File: src/rtl/serial_pkg.sv
// Shared definitions for the serial block transmitter.
//   - txState_t : transmitter FSM encoding
//   - UART framing constants and the default bit period (50 MHz / 115200)
//   - evenParity: parity bit that makes the count of ones in data+parity even
// Optional feature macro: SERIAL_BLOCK_TX_PARITY_EN adds the PARITY state.
package serial_pkg;

   localparam int   CLKS_PER_BIT_DEFAULT = 434;
   localparam int   UART_DATA_BITS       = 8;
   localparam logic UART_START_BIT       = 1'b0;
   localparam logic UART_STOP_BIT        = 1'b1;

`ifdef SERIAL_BLOCK_TX_PARITY_EN
   typedef enum logic [2:0] {
      IDLE   = 3'd0,
      START  = 3'd1,
      DATA   = 3'd2,
      PARITY = 3'd3,
      STOP   = 3'd4,
      DONE   = 3'd5
   } txState_t;
`else
   typedef enum logic [2:0] {
      IDLE   = 3'd0,
      START  = 3'd1,
      DATA   = 3'd2,
      STOP   = 3'd4,
      DONE   = 3'd5
   } txState_t;
`endif

   function automatic logic evenParity(input logic [7:0] d);
      return ^d;
   endfunction

endpackage

File: src/rtl/baud_tick_gen.sv
// Bit-period timer for the serial transmitter.
// Down-counter that pulses tick for one cycle when it reaches zero and
// reloads in the same cycle, so consecutive bits have no slip cycle.
//   Clk   in  system clock
//   Rst   in  synchronous active-high reset (counter to 0)
//   clear in  restart the period; the next tick follows CLKS_PER_BIT cycles later
//   tick  out one-cycle pulse in the last cycle of each bit period
module baud_tick_gen #(
   parameter int CLKS_PER_BIT = 434
) (
   input  logic Clk,
   input  logic Rst,
   input  logic clear,
   output logic tick
);

   localparam int CNT_W = (CLKS_PER_BIT > 2) ? $clog2(CLKS_PER_BIT) : 1;
   localparam logic [CNT_W-1:0] RELOAD = CNT_W'(CLKS_PER_BIT - 1);

   logic [CNT_W-1:0] cnt;

   always_ff @(posedge Clk) begin
      if (Rst) begin
         cnt <= '0;
      end else if (clear || (cnt == '0)) begin
         cnt <= RELOAD;
      end else begin
         cnt <= cnt - 1'b1;
      end
   end

   assign tick = (cnt == '0);

endmodule

File: src/rtl/serial_block_tx.sv
// Block UART transmitter answering the controller's write handshake.
// Captures DataIn while SerialWriteEn is high and sends it as NUM_BYTES
// frames, most significant byte first, each byte LSB first.
//   Clk           in  system clock
//   Rst           in  synchronous active-high reset
//   SerialWriteEn in  level request, held for the controller's write state
//   DataIn        in  block to send, sampled only at capture
//   Tx            out UART line, idles high
//   SerialWriteRy out block sent; held while SerialWriteEn stays high
//   Busy          out high from capture until the last stop bit ends
// Optional feature macro: SERIAL_BLOCK_TX_PARITY_EN (even parity bit per frame).
//
// state  | meaning
// IDLE   | waiting for SerialWriteEn, line high
// START  | start bit of current byte
// DATA   | data bit bitIdx of current byte
// PARITY | even-parity bit (parity build only)
// STOP   | stop bit; picks next byte, DONE or IDLE
// DONE   | block sent, holding SerialWriteRy until enable drops
module serial_block_tx
   import serial_pkg::*;
#(
   parameter int CLKS_PER_BIT = CLKS_PER_BIT_DEFAULT,
   parameter int NUM_BYTES    = 16
) (
   input  logic                   Clk,
   input  logic                   Rst,
   input  logic                   SerialWriteEn,
   input  logic [8*NUM_BYTES-1:0] DataIn,
   output logic                   Tx,
   output logic                   SerialWriteRy,
   output logic                   Busy
);

   localparam int BLOCK_W = 8 * NUM_BYTES;
   localparam int IDX_W   = (NUM_BYTES > 1) ? $clog2(NUM_BYTES) : 1;

   txState_t             state, stateNext;
   logic                 tick;
   logic                 capture;
   logic                 lastByte;
   logic                 lastBit;
   logic [BLOCK_W-1:0]   shiftReg;
   logic [IDX_W-1:0]     byteIdx;
   logic [2:0]           bitIdx;
   logic [7:0]           curByte;
   logic                 txNext;
   logic                 ryNext;
   logic                 busyNext;

   assign capture  = (state == IDLE) && SerialWriteEn;
   assign curByte  = shiftReg[BLOCK_W-1 -: 8];
   assign lastByte = (byteIdx == IDX_W'(NUM_BYTES - 1));
   assign lastBit  = (bitIdx == 3'(UART_DATA_BITS - 1));

   // Clearing at capture aligns the first bit period to the capture edge.
   baud_tick_gen #(
      .CLKS_PER_BIT (CLKS_PER_BIT)
   ) uBaud (
      .Clk   (Clk),
      .Rst   (Rst),
      .clear (capture),
      .tick  (tick)
   );

   always_ff @(posedge Clk) begin
      if (Rst) begin
         state <= IDLE;
      end else begin
         state <= stateNext;
      end
   end

   always_comb begin
      stateNext = state;
      case (state)
         IDLE: begin
            if (SerialWriteEn) stateNext = START;
         end
         START: begin
            if (tick) stateNext = DATA;
         end
         DATA: begin
            if (tick && lastBit) begin
`ifdef SERIAL_BLOCK_TX_PARITY_EN
               stateNext = PARITY;
`else
               stateNext = STOP;
`endif
            end
         end
`ifdef SERIAL_BLOCK_TX_PARITY_EN
         PARITY: begin
            if (tick) stateNext = STOP;
         end
`endif
         STOP: begin
            // A dropped enable lets the current frame finish, then abandons the block.
            if (tick) begin
               if (!SerialWriteEn) begin
                  stateNext = IDLE;
               end else if (!lastByte) begin
                  stateNext = START;
               end else begin
                  stateNext = DONE;
               end
            end
         end
         DONE: begin
            if (!SerialWriteEn) stateNext = IDLE;
         end
         default: stateNext = IDLE;
      endcase
   end

   // Outputs are registered from the current state, so the line lags the
   // FSM by one cycle: capture at edge k drives the start bit from edge k+1.
   always_comb begin
      txNext   = UART_STOP_BIT;
      ryNext   = 1'b0;
      busyNext = 1'b0;
      case (state)
         IDLE: begin
            busyNext = SerialWriteEn;
         end
         START: begin
            txNext   = UART_START_BIT;
            busyNext = 1'b1;
         end
         DATA: begin
            txNext   = curByte[bitIdx];
            busyNext = 1'b1;
         end
`ifdef SERIAL_BLOCK_TX_PARITY_EN
         PARITY: begin
            txNext   = evenParity(curByte);
            busyNext = 1'b1;
         end
`endif
         STOP: begin
            busyNext = 1'b1;
         end
         DONE: begin
            ryNext = 1'b1;
         end
         default: ;
      endcase
   end

   always_ff @(posedge Clk) begin
      if (Rst) begin
         Tx            <= 1'b1;
         SerialWriteRy <= 1'b0;
         Busy          <= 1'b0;
      end else begin
         Tx            <= txNext;
         SerialWriteRy <= ryNext;
         Busy          <= busyNext;
      end
   end

   always_ff @(posedge Clk) begin
      if (Rst) begin
         shiftReg <= '0;
         byteIdx  <= '0;
         bitIdx   <= '0;
      end else begin
         case (state)
            IDLE: begin
               if (SerialWriteEn) begin
                  shiftReg <= DataIn;
                  byteIdx  <= '0;
                  bitIdx   <= '0;
               end
            end
            START: begin
               if (tick) bitIdx <= '0;
            end
            DATA: begin
               if (tick) bitIdx <= bitIdx + 3'd1;
            end
            STOP: begin
               if (tick && SerialWriteEn && !lastByte) begin
                  byteIdx  <= byteIdx + 1'b1;
                  shiftReg <= shiftReg << UART_DATA_BITS;
               end
            end
            default: ;
         endcase
      end
   end

endmodule
File: config.mk
export PLATFORM = sky130hd
export DESIGN_NAME = serial_block_tx
export DESIGN_NICKNAME = d
export VERILOG_FILES = /design/src/rtl/serial_pkg.sv /design/src/rtl/baud_tick_gen.sv /design/src/rtl/serial_block_tx.sv
export SDC_FILE = /design/constraint.sdc
export NUM_CORES = 1
export LEC_CHECK = 0
export ABC_AREA = 1
export CAP_MARGIN = 10
export CORE_UTILIZATION = 54
export CTS_BUF_LIST = sky130_fd_sc_hd__clkbuf_2 sky130_fd_sc_hd__clkbuf_4 sky130_fd_sc_hd__clkbuf_8
export DETAILED_ROUTE_END_ITERATION = 12
export GPL_ROUTABILITY_DRIVEN = 1
export HOLD_SLACK_MARGIN = 0.1
export PLACE_DENSITY = 0.82
export SLEW_MARGIN = 30
export SYNTH_ARGS = -nofsm -noshare
export SYNTH_HDL_FRONTEND = slang
export SYNTH_HIERARCHICAL = 1
export SYNTH_SLANG_ARGS = --single-unit
File: constraint.sdc
create_clock -name Clk -period 2.25 [get_ports Clk]
set_input_delay 0.45 -clock Clk [delete_from_list [all_inputs] [get_ports Clk]]
set_output_delay 0.45 -clock Clk [all_outputs]
set_load 0.01 [all_outputs]
# Yosys cells after proc, flatten, opt, wreduce, memory -nomap -nowiden
# Cells that the tools add are included.
[word_totals]
output_inout_bits = 3
elab_cells = 65
inputBits = 131
regBits = 150
[classes]
n_lt_le_gt_ge = 1
n_addsub = 3
muxes = 24
n_reduce_logical = 15
n_eq_ne = 13
[ops]
columns = ["cell", "count"]
rows = [
  ["$mux W128", 2],
  ["$pmux W128 S2", 1],
  ["$mux W3", 10],
  ["$pmux W3 S5", 1],
  ["$ne A2 B2 Y1 const B", 7],
  ["$eq A3 B3 Y1 const B", 3],
  ["$logic_not A9 Y1", 1],
  ["$mux W9", 1],
  ["$pmux W3 S3", 1],
  ["$sub A9 B1 Y9 const B", 1],
  ["$mux W4", 2],
  ["$pmux W4 S2", 1],
  ["$reduce_and A5 Y1", 1],
  ["$add A4 B1 Y4 const B", 1],
  ["$eq A4 B4 Y1 const B", 1],
  ["$logic_and A1 B1 Y1", 4],
  ["$lt A3 B4 Y1 const B", 1],
  ["$pmux W1 S2", 2],
  ["$reduce_and A4 Y1", 1],
  ["$add A3 B1 Y3 const B", 1],
  ["$bmux W1 S3", 1],
  ["$eq A3 B1 Y1 const B", 1],
  ["$eq A3 B2 Y1 const B", 1],
  ["$logic_not A3 Y1", 1],
  ["other kinds (8)", 9],
]

# Logic depth before layout (Yosys ltp)
[logic_depth]
ltp_word = 5
ltp_mapped = 15
mapped_depth_nobuf = 13

# Modules after synthesis
# Netlist, hierarchy kept.
[modules_own_cells]
columns = ["module", "instances", "seq_area_each_um2", "area_per_inst_um2", "cells_each"]
rows = [
  ["serial_block_tx", 1, 2822.7, 6687.7, 1069],
  ["baud_tick_gen", 1, 180.2, 495.5, 70],
]

# Worst setup path before layout
# Ideal clock, no wire load.
[synth_timing]
kind = "register -> register"
startpoint = "register uBaud.cnt[0]"
endpoint = "register shiftReg[100]"
arrival_ns = 1.629
setup_slack_ns = 0.508
required_ns = 2.137
stages_incl_launch_ff = 16
period_less_slack_ns = 1.742
setup_time_ns = 0.113
path_buffers = 2
cell_sequence = "dfxtp_1 -> inv_1 -> ha_1 -> inv_1 -> nor2_1 -> nand2_2 -> nor2_4 -> nand2_1 -> inv_1 -> nand2_2 -> nand2_2 -> buf_6 -> buf_2 -> nand3_1 -> nand2_1 -> nor2_1"
[synth_via]
elab_chain_len = 5
[synth_rtl]
columns = ["item", "line_no", "text"]
rows = [
  ["start: declaration", "baud_tick_gen.sv:20", "logic [CNT_W-1:0] cnt;"],
  ["start signal: assignment", "baud_tick_gen.sv:28", "cnt <= cnt - 1'b1;"],
  ["$logic_not A9 Y1", "baud_tick_gen.sv:32", "assign tick = (cnt == '0);"],
  ["via tick", "serial_block_tx.sv:39", "logic tick;"],
  ["$logic_and A1 B1 Y1 (2 in series)", "serial_block_tx.sv:183", "if (tick && SerialWriteEn && !lastByte) begin"],
  ["$ne A2 B2 Y1 (no source line)", "-", ""],
  ["$reduce_and A3 Y1 (no source line)", "-", ""],
  ["end signal: assignment", "serial_block_tx.sv:171", "shiftReg <= DataIn;"],
  ["end signal: assignment", "serial_block_tx.sv:185", "shiftReg <= shiftReg << UART_DATA_BITS;"],
  ["end: declaration", "serial_block_tx.sv:43", "logic [BLOCK_W-1:0] shiftReg;"],
]
# The timed path passes the listed nets, and every way through them passes these cells.
# A chain may end at the register's enable or synchronous reset.

# Worst setup path in the final report
[layout_timing]
startpoint = "register uBaud.cnt[0]"
endpoint = "register shiftReg[127]"
# Same word-level chain as after synthesis.

==> flow_summary.toml <==
[drt]
vias = 7167
routed_wl_um = 17500
postRouteAntennaNets = 0
viasPerCell = 5.06
drt-pass1-iter-count = 5
drtIter0Drc = 670
routedWlPerCell_um = 12.3
route.detailed.drc = 0

[global_routing]
grt_use_total_pct = 26.3
grt_pass1_vias = 6590
grt_max_degree = 98
grt-ovfl-total = 0
antenna_found_initial = 0
grt_pass1_wl_um = 29800

[outcome]
status = "finished, final reports clean"

[worst_hold_path]
holdCritPathClass = "reg2reg"

[setup_path]
worst_setup_path_end_kind = "register"
r2r_setup_slack_ns = 0.26
cp_max_fo = 65
crit_family = "simple AND/OR/NAND/NOR gates"
startpoint_type = "register"
path_class = "reg2reg"
crit_required_ns = 2.60
cp_data_arrival_time_ns = 2.33
cp_slowest_cell = "dfxtp_1"
worstPathCellList = "inv_1 > ha_1 > inv_1 > nor2_1 > nand2_2 > nor2_4 > nand2_1 > inv_1 > nand2_2 > nand2_4 > buf_12 > nand3_1 > nand2_1 > nor2_1"
cp_common_cell = "inv_1"
slowest_delay_ns = 0.30
crit_buf_inv = 4

[floorplanning]
std_cell_rows = 41
dieWidth_um = 117
io-pin-count = 134
dieHeight_um = 117
core_mm2 = 0.0128
initial_core_util_pct = 56.2
dieArea_mm2 = 0.0138

[final_layout]
drive_gt1_share_pct = 5.38
final_net_count = 1371
antenna_cells = 0
syn_to_final_growth_pct = 25.0

[clock_tree]
cts_buffer_depth = 2
cts_tree = "built"
cts_sinks = 150
clock_latency_ns = 0.45
post-cts-setup-buffer-count = 0
clkTransAtPathRegs_ns = 0.07
hold_buffers = 0
htreeDepth = 4
clk_root_buffer_cell = "clkbuf_8"
numCtsBuffers = 17
cts.repair.resized = 0

[sta]
fin_crit_sh_pct = 88.3
rsz0062_at_grt = "false"
finalSetupTns_ns = 0
finalHoldViolations = 0
max_freq_ghz = 0.504
tightest_slew_ns = 0.498
fin_skew_ns = 0.00793
slew_violations = 0
whs_ns = 0.461
slew_headroom_pct = 66.8
setup_violations = 0
final.min_clock_period_ns = 1.99

[synthesis]
postSynthCellCount = 1139
synth_edf_count = 0
ys.flop_type = "dfxtp_1"
synth_warnings = 6
avgSynthCellArea_um2 = 6.31
synth_fp_nets = 1275
synth-seq-cells = 150
yosysSeqAreaShare_pct = 41.8
synth_common_cells = "nand2_1, nor2_1, dfxtp_1, o21ai_0, nand3_1"
synth_top_area_share_pct = 41.8
synth.distinct_cells = 31
synth_area_leader_cell = "dfxtp_1"
post-synth-top-count-cell = "nand2_1"
async_flop_share_pct = 0
synthTopCellsByArea = "dfxtp_1, nand2_1, nor2_1"
syn-cell-area_mm2 = 0.00718

[flow_run]
max-cap-violations = 0

[placement]
dp_hpwl_um = 11100
io_buffers = 133
place_congestion = 0.829

[pwr]
max-vdd-ir-drop_v = 0.000646
power_density_mw_per_mm2 = 1180
p_leak_nw = 4.16
==> cell type report <==
cell class | instances | area, um^2
repair buffers | 147 | 1540
flip-flops and latches | 150 | 3000
fillers | 1127 | 3790
well taps | 172 | 215
clock buffers | 26 | 345
inverters | 30 | 115
clock inverters | 3 | 40.0
multi-input cells | 889 | 3720
==> cells by family (layout without fill, tap and decap cells) <==
| kind of cell | count (synthesis) | count (layout) | share of synthesized area [%] |
|---|---|---|---|
| xor gates and xnor gates | 1 | 1 | 0.122 |
| buffers and inverters | 100 | 206 | 6.48 |
| DFF | 150 | 150 | 41.8 |
| and+or+nand+nor | 746 | 746 | 40.7 |
| adders and majority gates | 5 | 5 | 0.871 |
| AOI/OAI and AO/OA | 137 | 137 | 9.98 |
==> metrics by stage <==
step / utilization [%] / power (mW) / worst slack (ns) / instances / cell area [um^2]
finish: 70.3 / 10.6 / 0.264 / 1417 / 8980
global route: 70.3 / 11.5 / 0.0507 / 1417 / 8980
CTS: 70.3 / 10.6 / 0.291 / 1417 / 8980
detailed placement: 67.3 / 8.60 / 0.190 / 1388 / 8600
global placement: 67.3 / 8.48 / 0.220 / 1388 / 8600
floorplan: - / 7.47 / 0.508 / 1139 / 7180
==> report_power, final <==
part           total, mW  switching (mW)  internal, mW  leakage, nW
combinational       4.62            2.97          1.66         2.72
sequential          3.97           0.484          3.49         1.24
clock               2.02           0.936          1.09        0.204
==> worst reg2reg max path, stage by stage, from the launching register on <==
cell and delay (ns):
dfxtp_1 0.30, inv_1 0.10, ha_1 0.16, inv_1 0.04
nor2_1 0.10, nand2_2 0.09, nor2_4 0.17, nand2_1 0.07
inv_1 0.12, nand2_2 0.10, nand2_4 0.10, buf_12 0.25
nand3_1 0.15, nand2_1 0.08, nor2_1 0.04
==> final timing paths <==
| path | start | to | depth (start not counted) |
|---|---|---|---|
| max | uBaud/cnt[0]$_SDFF_PP0_ | shiftReg[127]$_SDFFE_PP0P_ | 14 |
| max reg2reg | uBaud/cnt[0]$_SDFF_PP0_ | shiftReg[127]$_SDFFE_PP0P_ | 14 |
| min reg2reg | shiftReg[121]$_SDFFE_PP0P_ | shiftReg[121]$_SDFFE_PP0P_ | 2 |
| min | shiftReg[121]$_SDFFE_PP0P_ | shiftReg[121]$_SDFFE_PP0P_ | 2 |
==> per-layer routing <==
metal	global-route usage (%)	vias to the layer above	part of all wire [%]	wire (um)
met5	0	-	0	0
met4	9.58	0	1.6	278
met3	4.77	26	5.8	1010
met1	35.4	3195	48	8310
met2	42.0	219	45	7880
li1	-	3727	-	-
==> state kept, by name, summed over array words and instances, names as in the netlist <==
name	cells
Busy	1
bitIdx	3
byteIdx	4
shiftReg	128
uBaud/cnt	9
Tx	1
SerialWriteRy	1
state	3
==> layout by cell type, fill, tap and decap left out, drive strengths merged <==
master / netlist / final
nand2: 459 / 459
nor2: 243 / 243
dfxtp: 150 / 150
clkdlybuf4s50: 0 / 132
o21ai: 93 / 93
a21oi: 40 / 40
nand3: 39 / 39
inv: 29 / 30
clkbuf: 26 / 26
buf: 44 / 15
ha: 5 / 5
or2: 2 / 2
o211ai: 2 / 2
clkinv: 1 / 2
nor3b: 1 / 1
a31oi: 1 / 1
nor4: 1 / 1
bufinv: 0 / 1
o21bai: 1 / 1
nand3b: 1 / 1
xor2: 1 / 1
(Power assumes the default switching activity.)
